**config.mk**
```make
export PLATFORM = sky130hd
export DESIGN_NAME = fetch_unit_flat
export DESIGN_NICKNAME = d
export VERILOG_FILES = /design/src/rtl/fetch_imem_if.sv /design/src/rtl/fetch_unit.sv /design/src/flat_wrapper.sv
export SDC_FILE = /design/constraint.sdc
export NUM_CORES = 1
export LEC_CHECK = 0
export CAP_MARGIN = 20
export CORE_UTILIZATION = 40
export CTS_CLUSTER_SIZE = 16
export DETAILED_ROUTE_END_ITERATION = 16
export DONT_BUFFER_PORTS = 1
export PLACE_DENSITY = 0.66
export SLEW_MARGIN = 20
export SYNTH_ARGS = -nofsm -noshare
export SYNTH_HDL_FRONTEND = slang
export SYNTH_SLANG_ARGS = --single-unit
export TNS_END_PERCENT = 10
```
**constraint.sdc**
```tcl
create_clock -name clk -period 2.4 [get_ports clk]
set_input_delay 0.36 -clock clk [delete_from_list [all_inputs] [get_ports clk]]
set_output_delay 0.36 -clock clk [all_outputs]
set_load 0.005 [all_outputs]
```
**src/rtl/fetch_imem_if.sv**
```systemverilog
// Instruction-memory port: one request pulse out, one response (rvalid/rdata) back.
interface fetch_imem_if;
  logic        imem_req;
  logic [31:0] imem_addr;
  logic        imem_rvalid;
  logic [31:0] imem_rdata;

  modport master (
    output imem_req,
    output imem_addr,
    input  imem_rvalid,
    input  imem_rdata
  );

  modport slave (
    input  imem_req,
    input  imem_addr,
    output imem_rvalid,
    output imem_rdata
  );
endinterface

```
**src/rtl/fetch_unit.sv**
```systemverilog
// Instruction-fetch stage: owns the fetch PC and keeps at most one memory request outstanding.
// Fills a single output slot for IF/ID and drops wrong-path responses after redirects.
module fetch_unit #(
  parameter logic [31:0] RESET_PC  = 32'h0000_0000,
  parameter logic [31:0] NOP_INSTR = 32'h0000_0013
) (
  input  logic                clk,
  input  logic                reset,
  input  logic                StallF,
  input  logic                PCSrcE,
  input  logic [31:0]         PCTargetE,
  fetch_imem_if.master        imem,
  output logic [31:0]         InstrF,
  output logic [31:0]         PCF,
  output logic [31:0]         PCPlus4F,
  output logic                ValidF
);

  localparam int unsigned XLEN = 32;

  typedef enum logic [1:0] {
    IDLE = 2'd0,
    WAIT = 2'd1,
    DROP = 2'd2
  } state_t;

  state_t            state_q, state_d;
  logic [XLEN-1:0]   pc_q, pc_d;
  logic [XLEN-1:0]   req_pc_q, req_pc_d;
  logic [XLEN-1:0]   instr_d, pcf_d, pcp4_d;
  logic              valid_d;
  logic              req_c;
  logic              unused_tgt_lo;

  // Redirect targets are word aligned; the low bits are ignored.
  assign unused_tgt_lo = ^PCTargetE[1:0];

  assign imem.imem_req  = req_c;
  assign imem.imem_addr = pc_q;

  always_ff @(posedge clk or negedge reset) begin
    if (!reset) begin
      state_q  <= IDLE;
      pc_q     <= RESET_PC;
      req_pc_q <= RESET_PC;
      InstrF   <= NOP_INSTR;
      PCF      <= RESET_PC;
      PCPlus4F <= RESET_PC + XLEN'(4);
      ValidF   <= 1'b0;
    end else begin
      state_q  <= state_d;
      pc_q     <= pc_d;
      req_pc_q <= req_pc_d;
      InstrF   <= instr_d;
      PCF      <= pcf_d;
      PCPlus4F <= pcp4_d;
      ValidF   <= valid_d;
    end
  end

  // Next-state, slot update and request generation.
  always_comb begin
    state_d  = state_q;
    pc_d     = pc_q;
    req_pc_d = req_pc_q;
    instr_d  = InstrF;
    pcf_d    = PCF;
    pcp4_d   = PCPlus4F;
    valid_d  = ValidF;
    req_c    = reset && (state_q == IDLE) && !PCSrcE && (!ValidF || !StallF);

    if (PCSrcE) begin
      // Flush wins over stall; an in-flight response becomes wrong-path.
      pc_d    = {PCTargetE[XLEN-1:2], 2'b00};
      valid_d = 1'b0;
      instr_d = NOP_INSTR;
      case (state_q)
        WAIT:    state_d = imem.imem_rvalid ? IDLE : DROP;
        DROP:    state_d = imem.imem_rvalid ? IDLE : DROP;
        default: state_d = state_q;
      endcase
    end else begin
      if (ValidF && !StallF) begin
        valid_d = 1'b0;
        instr_d = NOP_INSTR;
      end
      if (req_c) begin
        req_pc_d = pc_q;
        pc_d     = pc_q + XLEN'(4);
        state_d  = WAIT;
      end
      case (state_q)
        WAIT: begin
          if (imem.imem_rvalid) begin
            instr_d = imem.imem_rdata;
            pcf_d   = req_pc_q;
            pcp4_d  = req_pc_q + XLEN'(4);
            valid_d = 1'b1;
            state_d = IDLE;
          end
        end
        DROP: begin
          if (imem.imem_rvalid) state_d = IDLE;
        end
        default: ;
      endcase
    end
  end

endmodule

```
**src/flat_wrapper.sv**
```systemverilog
// flat-port wrapper written by rule: the top's interface ports become plain ports
module fetch_unit_flat 
#(
  parameter logic [31:0] RESET_PC  = 32'h0000_0000,
  parameter logic [31:0] NOP_INSTR = 32'h0000_0013
)
  (clk, reset, StallF, PCSrcE, PCTargetE, InstrF, PCF, PCPlus4F, ValidF, imem_imem_req, imem_imem_addr, imem_imem_rvalid, imem_imem_rdata);
  fetch_imem_if imem_i ();
  input  logic clk;
  input  logic reset;
  input  logic StallF;
  input  logic PCSrcE;
  input  logic [31:0] PCTargetE;
  output logic [31:0] InstrF;
  output logic [31:0] PCF;
  output logic [31:0] PCPlus4F;
  output logic ValidF;
  output wire logic [$bits(imem_i.imem_req)-1:0] imem_imem_req;
  output wire logic [$bits(imem_i.imem_addr)-1:0] imem_imem_addr;
  input wire logic [$bits(imem_i.imem_rvalid)-1:0] imem_imem_rvalid;
  input wire logic [$bits(imem_i.imem_rdata)-1:0] imem_imem_rdata;
  assign imem_imem_req = imem_i.imem_req;
  assign imem_imem_addr = imem_i.imem_addr;
  assign imem_i.imem_rvalid = imem_imem_rvalid;
  assign imem_i.imem_rdata = imem_imem_rdata;
  fetch_unit #(.RESET_PC(RESET_PC), .NOP_INSTR(NOP_INSTR)) u_core (.clk(clk), .reset(reset), .StallF(StallF), .PCSrcE(PCSrcE), .PCTargetE(PCTargetE), .imem(imem_i), .InstrF(InstrF), .PCF(PCF), .PCPlus4F(PCPlus4F), .ValidF(ValidF));
endmodule
```
# Yosys cells after proc, flatten, opt, wreduce, memory -nomap -nowiden
# Cells that the tools add are included.
[classes] mux=16 n_reduce_logical=13 eq_ne=3 bitwise=1 add_sub_neg=2
[ops] operator="2-to-1 mux 32 bit" n=6
[ops] operator="adder 32 x 3 -> 32 bit (second input constant)" n=2
[ops] operator="2-to-1 mux 2 bit" n=6
[ops] operator="logical AND 1 bit" n=4
[ops] operator="2-to-1 mux 1 bit" n=4
[ops] operator="logical NOT 1 bit" n=3
[ops] operator="AND reduction 3 bit" n=1
[ops] operator="== test 2 x 1 -> 1 bit (second input constant)" n=1
[ops] operator="== test 2 bit (second input constant)" n=1
[ops] operator="logical NOT 2 bit" n=1
[ops] operator="!= test 2 bit (second input constant)" n=1
[ops] operator="AND reduction 2 bit" n=1
[ops] operator="nonzero test 2 bit" n=1
[ops] operator="OR reduction 2 bit" n=1
[ops] operator="logical OR 1 bit" n=1
[ops] operator="inverter 1 bit" n=1
[word_totals] out_inout_bits=130 word_cells=42 in_bits=69 register_bits=163

# Logic depth before layout (Yosys ltp)
[depth] word_depth=8 ltp_mapped=8 mapped_depth_nobuf=7

# Worst setup path after synthesis
# Ideal clock, no wire load.
[synth_timing] path_type="register -> register" from="register u_core.pc_q[13], in the netlist u_core.imem.imem_addr[13]" to="register u_core.pc_q[29], in the netlist u_core.imem.imem_addr[29]" setup_ps=82 synth_period_minus_slack_ps=1917 arrival_ps=1835 t_required_ps=2318 path_slack_ps=483 n_path_buf=1 stages_incl_launch_ff=7 cell_sequence="dfrtp_1 nand4_1 or3_1 buf_2 or3_4 or3_1 a31oi_1"
[synth_via] elab_chain_cells=3
[synth_rtl] element="start: declaration" line="fetch_unit.sv:28" source="logic [XLEN-1:0] pc_q, pc_d;"
[synth_rtl] element="start signal: assignment" line="fetch_unit.sv:52" source="pc_q <= pc_d;"
[synth_rtl] element="adder 32 x 3 -> 32 bit" line="fetch_unit.sv:89" source="pc_d = pc_q + XLEN'(4);"
[synth_rtl] element="2-to-1 mux 32 bit" line="fetch_unit.sv:87" source="if (req_c) begin"
[synth_rtl] element="2-to-1 mux 32 bit" line="fetch_unit.sv:72" source="if (PCSrcE) begin"
# Every way passes these cells. The select of a mux whose other input is x is not followed.
# A chain may end at the register's enable or synchronous reset.

# Worst setup path in the final report
[layout_timing] from="register u_core.state_q[1]" to="output imem_imem_req"
[layout_via] elab_chain_cells=4
[layout_rtl] element="start: declaration" line="fetch_unit.sv:27" source="state_t state_q, state_d;"
[layout_rtl] element="start signal: assignment" line="fetch_unit.sv:51" source="state_q <= state_d;"
[layout_rtl] element="logical NOT 2 bit" line="fetch_unit.sv:70" source="req_c = reset && (state_q == IDLE) && !PCSrcE && (!ValidF || !StallF);"
[layout_rtl] element="logical AND 1 bit (3 in a row)" line="fetch_unit.sv:70"
[layout_rtl] element="end: declaration" line="flat_wrapper.sv:18" source="output wire logic [$bits(imem_i.imem_req)-1:0] imem_imem_req;"
# Every way passes these cells.

==> results.cfg <==
[outcome]
outcome = finished with violations
violations = hold timing

[die]
die_w_microns = 132.5
dieArea_sq_mm = 0.01755
rows = 47
die_y_microns = 132.5
ioPinCount = 199
start_util_pct = 41.05
core-area_sq_mm = 0.01658

[clock_network]
root_buffer = clkbuf_16
clockBufferDepth = 2
cts_resized = 0
clk_latency_ns = 0.43
cts_buffers = 17
cts.sinks = 155
cts_setup_buffers = 0
cts_tree = done
hold_buffers = 1
clk_pin_slew_ns = 0.06
cts_max_level = 4

[power_and_ir_drop]
powerDensity_mw_per_mm2 = 1125
p_leak_nw = 3.404
worst_ir_drop_vdd_uv = 533.1

[setup_path]
startpoint_type = flip-flop
critPathKind = reg2out
critical-path-max-stage-delay_ns = 0.38
rr_worst_depth = 5
regToRegSetupSlack_ns = 0.32
cp.arrival_ns = 1.72
cp-end-kind = primary output
reg2reg_from = u_core.imem.imem_addr[19]
cp_slowest_cell = dfrtp_1
crit_required_ns = 2.04
crit_fanout = 32
crit_chain = inv_1, ha_1, nand2_1, nor3_2, buf_12
rr_endpoint = u_core.imem.imem_addr[28]

[sta]
setup_viol = 0
clock-skew-final_ns = 0.01267
min_period_over_period_pct = 86.82
hold_ws_ns = -0.3713
tns_ns = 0
hold_viol = 155
rsz0062_at_grt = false
max_freq_mhz = 479.9
tightest_slew_ns = 0.9646
setup_ws_ns = 0.3163
slew_headroom_pct = 35.69
report.final.slew_viol_count = 0
min_period_ns = 2.084

[finish]
num_antenna_cells = 0
syn2layout_area_growth_pct = 13.49
drive_gt1_share_pct = 12.85
fin_cells = 897
fin_nets = 737

[global_route]
antenna_found_initial = 0
grt_pass1_wl_microns = 26410
grt_max_degree = 158
first_global_vias = 4958
track_usage_pct = 19.66
overflow = 0

[place]
port_buffers = 0
place_ws_ns = 0.3115
hpwlAfterDp_microns = 11620
gp_congestion = 0.9032
place_inst = 864

[drt]
drc = 0
routedWlPerCell_microns = 18.28
drt-pass1-iter-count = 4
ant_nets = 0
viasPerCell = 5.397
vias = 4841
drt_iter0_drc = 347
wl_microns = 16400

[min_path]
hold_class = in2async

[synth]
synth_area_sq_mm = 0.006808
ys_seq_elements = 155
synth_cell_types = 36
yosys_warnings = 0
avgSynthCellArea_sq_um = 10.28
synthCells = 662
yosysSeqAreaShare_pct = 57.05

[flow_run]
drv_cap = 0
routing by layer:
layer | share of wire, % | wire [microns] | up-vias | GRT usage, %
met5 | 0 | 0 | - | 0
met4 | 2.1 | 350 | 0 | 8.748
met3 | 6.6 | 1076 | 23 | 6.169
met2 | 49 | 8027 | 181 | 32.02
met1 | 42 | 6940 | 2373 | 23.97
li1 | - | - | 2264 | -
through the flow:
stage	total power (W)	utilization, %	cell area (sq um)
after detailed placement	0.005927	42.79	7097
after floorplan	0.005345	-	6827
after global placement	0.005821	42.79	7097
after global routing	0.009211	46.59	7726
after CTS	0.008769	46.59	7726
final	0.008691	46.59	7726
cells in the final DEF, fill, tap and decap left out, types with 11 or more instances in the layout:
cell type,count
xnor2_1,20
o21ai_0,62
nand3_1,29
buf_4,14
mux2_2,29
nand4_1,11
nor2_1,13
nand2_1,167
a22o_1,29
xor2_1,30
dfrtp_1,151
and3_1,12
clkbuf_16,17
where the power goes:
part	switching [W]	internal, W	leakage, nW
logic	0.000703	0.000729	1.14
clock network	0.00105	0.00177	0.303
registers	0.000972	0.00347	1.96
total	0.00272	0.00597	3.40
synth_stat cells:
library cell  number  area, sq um
xnor2_1           20        175.2
buf_4              6        45.04
or3_1              8        50.05
a31oi_1            7        43.79
ha_1               4        50.05
nand2_1          167        626.9
and2_1             4        25.02
nand4_1           11        68.82
mux2_2            29        326.6
nor2_1            14        52.55
and2_2             1        7.510
and3_1            12        75.07
and4_1             3        26.28
clkbuf_1          26        97.59
o21a_1             1        7.510
buf_2              5        25.02
nor4_1             7        43.79
dfstp_2            4        105.1
o21ai_0           62        310.3
and4_2             1        10.01
xor2_1            30        262.8
nor4_2             2        25.02
nor3_2             1        10.01
inv_1              7        26.28
or3_4              1        11.26
dfrtp_1          151         3779
a211oi_1           1        7.510
nand3_1           30        150.1
o22a_1             3        26.28
mux2i_1            1        10.01
nand4_2            1        12.51
buf_1              2        7.510
a22o_1            29        254.0
a21oi_1            3        15.01
conb_1             1        3.750
nor3_1             7        35.03
state kept, by name (all words and copies together) (netlist names):
name                   flops
u_core.imem.imem_addr     30
u_core.PCPlus4F           30
u_core.PCF                30
u_core.req_pc_q           30
u_core.state_q             2
u_core.ValidF              1
u_core.InstrF             32
critical path, delay by kind of cell (launching register included):
family                     cells  cell delay (ns)
DFF                            1             0.38
adders and majority gates      1             0.17
buffers and inverters          2             0.33
and+or+nand+nor                2             0.41
layout make-up:
| cell class | count | area, sq um |
|---|---|---|
| inverter | 7 | 26.28 |
| clock inverter | 10 | 165.2 |
| timing repair buffer | 17 | 155.1 |
| clock buffer | 22 | 454.2 |
| sequential | 155 | 3884 |
| multi-input combinational | 466 | 2766 |
| tap | 220 | 275.3 |
| fill | 1499 | 8857 |
worst max-delay path by stage:
stage,cells after the start,start,end
2_1_floorplan,6,u_core.imem.imem_addr[13],u_core.imem.imem_addr[29]
3_3_place_gp,6,u_core.imem.imem_addr[2],u_core.imem.imem_addr[26]
3_5_place_dp,5,u_core.imem.imem_addr[19],u_core.imem.imem_addr[30]
4_1_cts,5,u_core.state_q[1],imem_imem_req
5_1_grt,6,u_core.imem.imem_addr[2],u_core.imem.imem_addr[30]
6_report,5,u_core.state_q[1],imem_imem_req
cell families after synthesis:
| kind of cell | after synthesis | synth area share (%) |
|---|---|---|
| other | 1 | 0.05508 |
| AOI/OAI and AO/OA | 106 | 9.759 |
| buffers and inverters | 46 | 2.959 |
| and+or+nand+nor | 270 | 18.07 |
| muxes | 30 | 4.944 |
| adders and majority gates | 4 | 0.7352 |
| xor gates and xnor gates | 50 | 6.433 |
| DFF | 155 | 57.05 |
No activity file was read; power rests on OpenSTA's default activity.
